File: src/rtl/game_score_ctrl.sv
// Game score controller: run/pause/over state machine, BCD score with prescaled
// game-time ticks, best-score tracking and an auto-advancing, adjustable level.
module game_score_ctrl #(
    parameter int SCORE_DIGITS    = 4,
    parameter int TICKS_PER_POINT = 6,
    parameter int LEVEL_PTS       = 100,
    parameter int LEVEL_MAX       = 9
) (
    input  logic                      clk,
    input  logic                      clr,
    input  logic                      tick_en,
    input  logic                      pause,
    input  logic                      start,
    input  logic                      hit,
    input  logic                      adj,
    input  logic [2:0]                num,
    output logic [4*SCORE_DIGITS-1:0] score_bcd,
    output logic [4*SCORE_DIGITS-1:0] hiscore_bcd,
    output logic [7:0]                level_bcd,
    output logic [1:0]                state
);

    localparam int SW = 4 * SCORE_DIGITS;
    localparam int PW = (TICKS_PER_POINT > 1) ? $clog2(TICKS_PER_POINT) : 1;
    localparam int CW = (LEVEL_PTS > 1) ? $clog2(LEVEL_PTS) : 1;
    localparam logic [PW-1:0] PRESC_LAST = PW'(TICKS_PER_POINT - 1);
    localparam logic [CW-1:0] PTS_LAST   = CW'(LEVEL_PTS - 1);
    localparam logic [6:0]    LVL_MAX    = 7'(LEVEL_MAX);

    typedef enum logic [1:0] {
        S_IDLE   = 2'd0,
        S_RUN    = 2'd1,
        S_PAUSED = 2'd2,
        S_OVER   = 2'd3
    } state_e;

    state_e          state_q;
    logic [SW-1:0]   score_q;
    logic [SW-1:0]   hiscore_q;
    logic [SW-1:0]   score_inc_d;
    logic [6:0]      level_q;
    logic [6:0]      level_inc_d;
    logic [6:0]      level_adj_d;
    logic [7:0]      level_bcd_q;
    logic [PW-1:0]   presc_q;
    logic [CW-1:0]   pts_q;
    logic            pause_q;
    logic            armed_q;
    logic            pause_edge;
    logic [SCORE_DIGITS:0] carry;

    function automatic logic [7:0] to_bcd(input logic [6:0] v);
        logic [3:0] tens;
        logic [3:0] ones;
        tens = 4'd0;
        ones = v[3:0];
        for (int t = 1; t < 10; t++) begin
            if (v >= 7'(t * 10)) begin
                tens = 4'(t);
                ones = 4'(v - 7'(t * 10));
            end
        end
        return {tens, ones};
    endfunction

    // Ripple-carry BCD increment; carry out of the top digit means all nines, so hold.
    assign carry[0] = 1'b1;
    genvar gi;
    generate
        for (gi = 0; gi < SCORE_DIGITS; gi++) begin : g_digit
            logic [3:0] dig;
            assign dig            = score_q[4*gi +: 4];
            assign carry[gi+1]    = carry[gi] & (dig == 4'd9);
            assign score_inc_d[4*gi +: 4] =
                (carry[SCORE_DIGITS] || !carry[gi]) ? dig :
                (dig == 4'd9)                       ? 4'd0 : dig + 4'd1;
        end
    endgenerate

    assign level_inc_d = (level_q >= LVL_MAX) ? LVL_MAX : level_q + 7'd1;
    assign level_adj_d = (num == 3'd0)            ? 7'd1    :
                         ({4'd0, num} > LVL_MAX)  ? LVL_MAX : {4'd0, num};

    // armed_q masks the first sample after reset so a pause already held high is not an edge.
    assign pause_edge = pause & ~pause_q & armed_q;

    always_ff @(posedge clk or posedge clr) begin
        if (clr) begin
            state_q     <= S_IDLE;
            score_q     <= '0;
            hiscore_q   <= '0;
            level_q     <= 7'd1;
            level_bcd_q <= 8'h01;
            presc_q     <= '0;
            pts_q       <= '0;
            pause_q     <= 1'b0;
            armed_q     <= 1'b0;
        end else begin
            pause_q <= pause;
            armed_q <= 1'b1;
            case (state_q)
                S_IDLE, S_OVER: begin
                    if (start) begin
                        state_q <= S_RUN;
                        score_q <= '0;
                        presc_q <= '0;
                        pts_q   <= '0;
                    end
                    if (adj && state_q == S_IDLE) begin
                        level_q     <= level_adj_d;
                        level_bcd_q <= to_bcd(level_adj_d);
                    end
                end
                S_RUN: begin
                    if (hit) begin
                        state_q <= S_OVER;
                        if (score_q > hiscore_q) begin
                            hiscore_q <= score_q;
                        end
                    end else if (pause_edge) begin
                        state_q <= S_PAUSED;
                    end else if (tick_en) begin
                        if (presc_q == PRESC_LAST) begin
                            presc_q <= '0;
                            score_q <= score_inc_d;
                            if (pts_q == PTS_LAST) begin
                                pts_q       <= '0;
                                level_q     <= level_inc_d;
                                level_bcd_q <= to_bcd(level_inc_d);
                            end else begin
                                pts_q <= pts_q + CW'(1);
                            end
                        end else begin
                            presc_q <= presc_q + PW'(1);
                        end
                    end
                end
                S_PAUSED: begin
                    if (pause_edge) begin
                        state_q <= S_RUN;
                    end
                    if (adj) begin
                        level_q     <= level_adj_d;
                        level_bcd_q <= to_bcd(level_adj_d);
                    end
                end
                default: state_q <= S_IDLE;
            endcase
        end
    end

    assign score_bcd   = score_q;
    assign hiscore_bcd = hiscore_q;
    assign level_bcd   = level_bcd_q;
    assign state       = state_q;

endmodule

File: config.mk
export PLATFORM = sky130hd
export DESIGN_NAME = game_score_ctrl
export DESIGN_NICKNAME = d
export VERILOG_FILES = /design/src/rtl/game_score_ctrl.sv
export SDC_FILE = /design/constraint.sdc
export NUM_CORES = 1
export LEC_CHECK = 0
export CAP_MARGIN = 20
export CORE_ASPECT_RATIO = 2
export CORE_MARGIN = 2
export CORE_UTILIZATION = 45
export CTS_BUF_LIST = sky130_fd_sc_hd__clkbuf_4
export DETAILED_ROUTE_END_ITERATION = 8
export DONT_BUFFER_PORTS = 1
export SYNTH_ARGS = -nofsm -noshare
export SYNTH_HDL_FRONTEND = slang
export SYNTH_SLANG_ARGS = --single-unit
File: constraint.sdc
create_clock -name clk -period 2.86 [get_ports clk]
set_input_delay 0.572 -clock clk [delete_from_list [all_inputs] [get_ports clk]]
set_output_delay 0.572 -clock clk [all_outputs]
set_load 0.01 [all_outputs]
==> impl_metrics.json, run 1 <==
{
  "ant_nets": 0,
  "worstPathRequired_ns": 3.17,
  "worst-path-stages": 10,
  "critPathTopFamily": "compound AO/OA/AOI/OAI gates",
  "grt_pass1_vias": 2929,
  "r2r_slack_ns": 0.25,
  "worstSetupStartpoint": "level_q[1]",
  "hold_viol_final": 0,
  "hold_class": "in2async",
  "drc": 0,
  "layout-drive-gt1-share": 0.152,
  "chipWidth_um": 67.6,
  "syn_area_um2": 3630,
  "met1_usage": 0.219,
  "finalPower_uw": 4160,
  "syn-mean-instance-area_um2": 9.74,
  "period_share": 0.913,
  "grt_use_total": 0.219,
  "reg2reg_from": "level_q[1]",
  "ir_drop_v": 0.000455,
  "synth-edff-count": 0,
  "reg2regPathDepth": 10,
  "clock_path_buffers": 2,
  "slowest_delay_ns": 0.50,
  "top_usage_layer": "met2",
  "antenna_found_initial": 1,
  "grt_pass1_wl_um": 14500,
  "cts-root-buf": "clkbuf_4",
  "postCtsSetupRepairBufs": 0,
  "dp.cells": 476,
  "core_um2": 7890,
  "rows": 46,
  "synthDistinctLibCells": 63,
  "avgViaCountPerCell": 5.75,
  "met2_usage": 0.382,
  "wl_per_cell_um": 17.7,
  "die_area_um2": 8860,
  "final_area_um2": 3980,
  "syn_nets": 417,
  "r2r_end": "level_bcd[4]",
  "setup_tns_ns": 0,
  "dpl_cell_area_um2": 3840,
  "critPathSlowestCell": "a21boi_0",
  "critPathArrivalTime_ns": 2.92,
  "synthFlopType": "dfrtp_1",
  "firstDrtPassIters": 4,
  "ys_top_cells_by_count": "dfrtp_1 (59), inv_1 (37), ha_1 (34), o21ai_0 (26)",
  "ys_ff_latch": 60,
  "cts_hold_buf": 0,
  "path_max_fanout": 6,
  "tightest_slew_ns": 0.645,
  "yosysTopAreaCell": "dfrtp_1",
  "fin_worst_skew_ns": 0.0183,
  "finalNetCount": 435,
  "netlist.area_leader.share": 0.406,
  "crit_top_cell": "ha_1",
  "power_density_nw_per_um2": 1050,
  "cts_tree": "built",
  "worstSetupEndpointType": "flop",
  "ys_warn_count": 0,
  "setup_viol": 0,
  "post-route-min-period_ns": 2.61,
  "synthMostInstantiatedCell": "dfrtp_1",
  "max_freq_ghz": 0.383,
  "clkSlewWorstSetupHoldPaths_ns": 0.10,
  "met3_usage": 0.0702,
  "slew_headroom": 0.570,
  "start_util": 0.461,
  "crit_path_end": "level_bcd[4]",
  "port_buffers": 0,
  "yosysSeqAreaShare": 0.413,
  "place_hpwl_um": 6710,
  "power_leakage_uw": 0.00186,
  "synthArstFlopShare": 1.00,
  "globalRouteOverflowTotal": 0,
  "die_h_um": 131,
  "max_cap_violations": 0,
  "gp_routability_congestion": 0.826,
  "rsz0062_at_grt": "false",
  "postSynthCellCount": 373,
  "path_buf_inv": 1,
  "critical_path_class": "reg2reg",
  "drv_slew": 0,
  "stdcell_count": 493,
  "cts_buffers": 9,
  "path_cells": "inv_1 > ha_1 > o31ai_1 > a31oi_1 > or2_2 > ha_1 > nand4b_1 > a21boi_0 > nor2_1 > mux2_2",
  "startpoint_type": "flop",
  "drt_first_iter_violations": 109,
  "outcome": "finished clean",
  "io-pin-count": 52,
  "routed_wl_um": 8730,
  "clock_latency_ns": 0.43,
  "grt_start_max_net_pins": 33,
  "num_vias": 2834,
  "clock-sinks": 60,
  "htreeDepth": 3,
  "ys_top_cells_by_area": "dfrtp_1 (41%), ha_1 (12%), inv_1 (3.8%)",
  "post_cts_resized": 0,
  "syn_to_final_growth_pct": 9.36
}
[per-stage QoR]
stage	setup slack [ns]	utilization	hold WS, ns
after CTS	0.278	0.504	0.110
after detailed placement	0.305	0.487	0.463
after global routing	0.0189	0.504	0.130
final	0.250	0.504	0.105
after floorplan	0.597	-	0.438
after global placement	0.394	0.487	0.467
[report_power, final]
| part | internal, µW | total (µW) | switching, µW |
|---|---|---|---|
| Sequential | 1110 | 1480 | 364 |
| Clock | 267 | 588 | 321 |
| Combinational | 890 | 2100 | 1210 |
| Total | 2270 | 4160 | 1900 |
[cells by family after synthesis]
family                     synth area share
muxes                                0.0647
buffers and inverters                0.0516
other                               0.00103
DFF                                   0.413
AOI/OAI and AO/OA                     0.165
adders and majority gates             0.117
and+or+nand+nor                       0.187
[cells in the final DEF (no fill, tap or decap), types with 11 or more instances in the layout]
cell | synthesis | layout
inv_1 | 37 | 36
o21ai_0 | 26 | 26
ha_1 | 34 | 34
nand2_1 | 25 | 25
nor2b_1 | 12 | 12
nor2_1 | 25 | 25
buf_4 | 2 | 15
mux2_2 | 12 | 12
nand3_1 | 14 | 14
o31ai_1 | 11 | 11
dfrtp_1 | 59 | 59
[metal layers]
metal / wire (µm) / vias to the layer above
met4: 343 / 0
met1: 3130 / 1367
met5: 0 / -
li1: - / 1383
met3: 354 / 19
met2: 4900 / 65
[cell type report]
| class | instances | area [µm²] |
|---|---|---|
| Antenna cell | 1 | 2.50 |
| Inverter | 38 | 143 |
| Clock inverter | 6 | 55.1 |
| Sequential cell | 60 | 1500 |
| Fill cell | 761 | 3910 |
| Clock buffer | 10 | 75.1 |
| Multi-Input combinational cell | 266 | 1940 |
| Timing Repair Buffer | 16 | 133 |
| Tap cell | 96 | 120 |
[flip-flops by register name, summed over array words and instances (netlist names)]
register     cells
state            2
level_bcd        7
level_q          7
hiscore_bcd     16
pts_q            7
score_bcd       16
presc_q          3
armed_q          1
pause_q          1
[worst min path at each step]
| stage | cells after the start | startpoint | to |
|---|---|---|---|
| 2_1_floorplan | 1 | pts_q[6] | pts_q[6] |
| 3_3_place_gp | 1 | pts_q[6] | pts_q[6] |
| 3_5_place_dp | 1 | pts_q[6] | pts_q[6] |
| 4_1_cts | 1 | clr | score_bcd[6] |
| 5_1_grt | 1 | clr | hiscore_bcd[9] |
| 6_report | 1 | clr | hiscore_bcd[9] |
Note: power is estimated with default switching activity, not from simulation.
==> inputs of run 2 (changes only) <==
--- a/config.mk
+++ b/config.mk
@@ -12,6 +12,7 @@
 export CTS_BUF_LIST = sky130_fd_sc_hd__clkbuf_4
 export DETAILED_ROUTE_END_ITERATION = 8
 export DONT_BUFFER_PORTS = 1
+export HOLD_SLACK_MARGIN = 0.02
 export SYNTH_ARGS = -nofsm -noshare
 export SYNTH_HDL_FRONTEND = slang
 export SYNTH_SLANG_ARGS = --single-unit
==> results of run 2 <==
No change in the layout: final DEF, timing and power equal those of run 1.
==> inputs of run 3 (changes only) <==
==> constraint.sdc (replaced) <==
create_clock -name clk -period 3.3 [get_ports clk]
set_input_delay 0.66 -clock clk [delete_from_list [all_inputs] [get_ports clk]]
set_output_delay 0.66 -clock clk [all_outputs]
set_load 0.01 [all_outputs]
==> impl_metrics.json, run 3 (same netlist as run 1, synthesis figures left out) <==
{
  "outcome": "finished clean",
  "hold_class": "in2async",
  "rows": 46,
  "clock_latency_ns": 0.42,
  "syn_to_final_growth_pct": 7.19,
  "cts-root-buf": "clkbuf_4",
  "final_cell_mix": "dfrtp_1 (59), inv_1 (36), ha_1 (34)",
  "setup_tns_ns": 0,
  "clock_path_buffers": 2,
  "antenna_found_initial": 1,
  "clkSlewWorstSetupHoldPaths_ns": 0.10,
  "post_cts_resized": 0,
  "critPathTopFamily": "compound AO/OA/AOI/OAI gates",
  "finalNetCount": 427,
  "path_buf_inv": 1,
  "grt_use_total": 0.214,
  "drv_slew": 0,
  "finalPower_uw": 3560,
  "r2r_slack_ns": 0.53,
  "post-route-util": 0.494,
  "port_buffers": 0,
  "core_um2": 7890,
  "setup_viol": 0,
  "max_cap_violations": 0,
  "wl_per_cell_um": 18.3,
  "layout-drive-gt1-share": 0.129,
  "dp.cells": 468,
  "power_density_nw_per_um2": 915,
  "globalRouteOverflowTotal": 0,
  "met2_usage": 0.403,
  "cts_buffers": 9,
  "die_h_um": 131,
  "postCtsSetupRepairBufs": 0,
  "post-route-min-period_ns": 2.77,
  "period_share": 0.840,
  "avgViaCountPerCell": 5.90,
  "drt_first_iter_violations": 88,
  "grt_pass1_wl_um": 14200,
  "grt_pass1_vias": 2891,
  "critPathSlowestCell": "ha_1",
  "ant_nets": 0,
  "stdcell_count": 484,
  "firstDrtPassIters": 4,
  "critical_path_class": "reg2reg",
  "cts_hold_buf": 0,
  "rsz0062_at_grt": "false",
  "drc": 0,
  "fin_worst_skew_ns": 0.0194,
  "cts_tree": "built",
  "place_hpwl_um": 6800,
  "met3_usage": 0.0599,
  "worstSetupEndpointType": "flop",
  "chipWidth_um": 67.6,
  "startpoint_type": "flop",
  "ir_drop_v": 0.000549,
  "num_vias": 2855,
  "max_freq_ghz": 0.361,
  "slowest_delay_ns": 0.61,
  "top_usage_layer": "met2",
  "critPathArrivalTime_ns": 3.08,
  "clock-sinks": 60,
  "grt_start_max_net_pins": 32,
  "hold_viol_final": 0,
  "path_max_fanout": 18,
  "htreeDepth": 3,
  "path_cells": "inv_1 > ha_1 > mux2i_1 > o21ba_2 > nand2_1 > or2_1 > o31ai_1",
  "worstPathRequired_ns": 3.61,
  "slew_headroom": 0.528,
  "routed_wl_um": 8870,
  "io-pin-count": 52,
  "die_area_um2": 8860,
  "tightest_slew_ns": 0.707,
  "layout_commonest_cell": "dfrtp_1",
  "met1_usage": 0.211,
  "start_util": 0.461,
  "gp_routability_congestion": 0.790,
  "power_leakage_uw": 0.00182
}
[run 3: cell types whose count changed in the layout (fill, tap and decap cells not counted), sizes merged]
cell / before / now
buf: 16 / 8
clkbuf: 10 / 11
clkinv: 4 / 3
clkinvlp: 1 / 0
[run 3: where the power goes]
part / total, µW / switching, µW / internal (µW)
Sequential: 1350 / 382 / 967
Combinational: 1720 / 1000 / 715
Clock: 499 / 261 / 237
[run 3: per-stage QoR]
| step | hold WS, ns | worst slack, ns | cell area (µm²) |
|---|---|---|---|
| floorplan | 0.438 | 1.04 | 3630 |
| finish | 0.230 | 0.529 | 3900 |
| global route | 0.237 | 0.354 | 3900 |
| CTS | 0.234 | 0.508 | 3890 |
| detailed placement | 0.470 | 0.518 | 3770 |
| global placement | 0.460 | 0.624 | 3770 |
[run 3: layout make-up]
type                            instances  area, µm²
Inverter                               38        143
Timing Repair Buffer                    8       60.1
Tap cell                               96        120
Antenna cell                            1       2.50
Clock inverter                          4       41.3
Multi-Input combinational cell        266       1940
Fill cell                             774       3990
Clock buffer                           11       82.6
Sequential cell                        60       1500
[run 3: worst paths after layout]
path	start	end	depth (start not counted)
hold reg to reg	pts_q[6]	pts_q[6]	1
hold / removal	clr	hiscore_bcd[10]	1
setup reg to reg	state[1]	score_bcd[15]	7
max in group asynchronous	clr	hiscore_bcd[12]	2
min in group clk	pause	pause_q	0
setup / recovery	state[1]	score_bcd[15]	7
[run 3: per-layer routing]
layer	vias to the layer above	part of all wire	wire length, µm
met5	-	0	0
met4	0	0.018	156
met3	10	0.040	359
met2	53	0.59	5210
met1	1420	0.35	3140
li1	1372	-	-
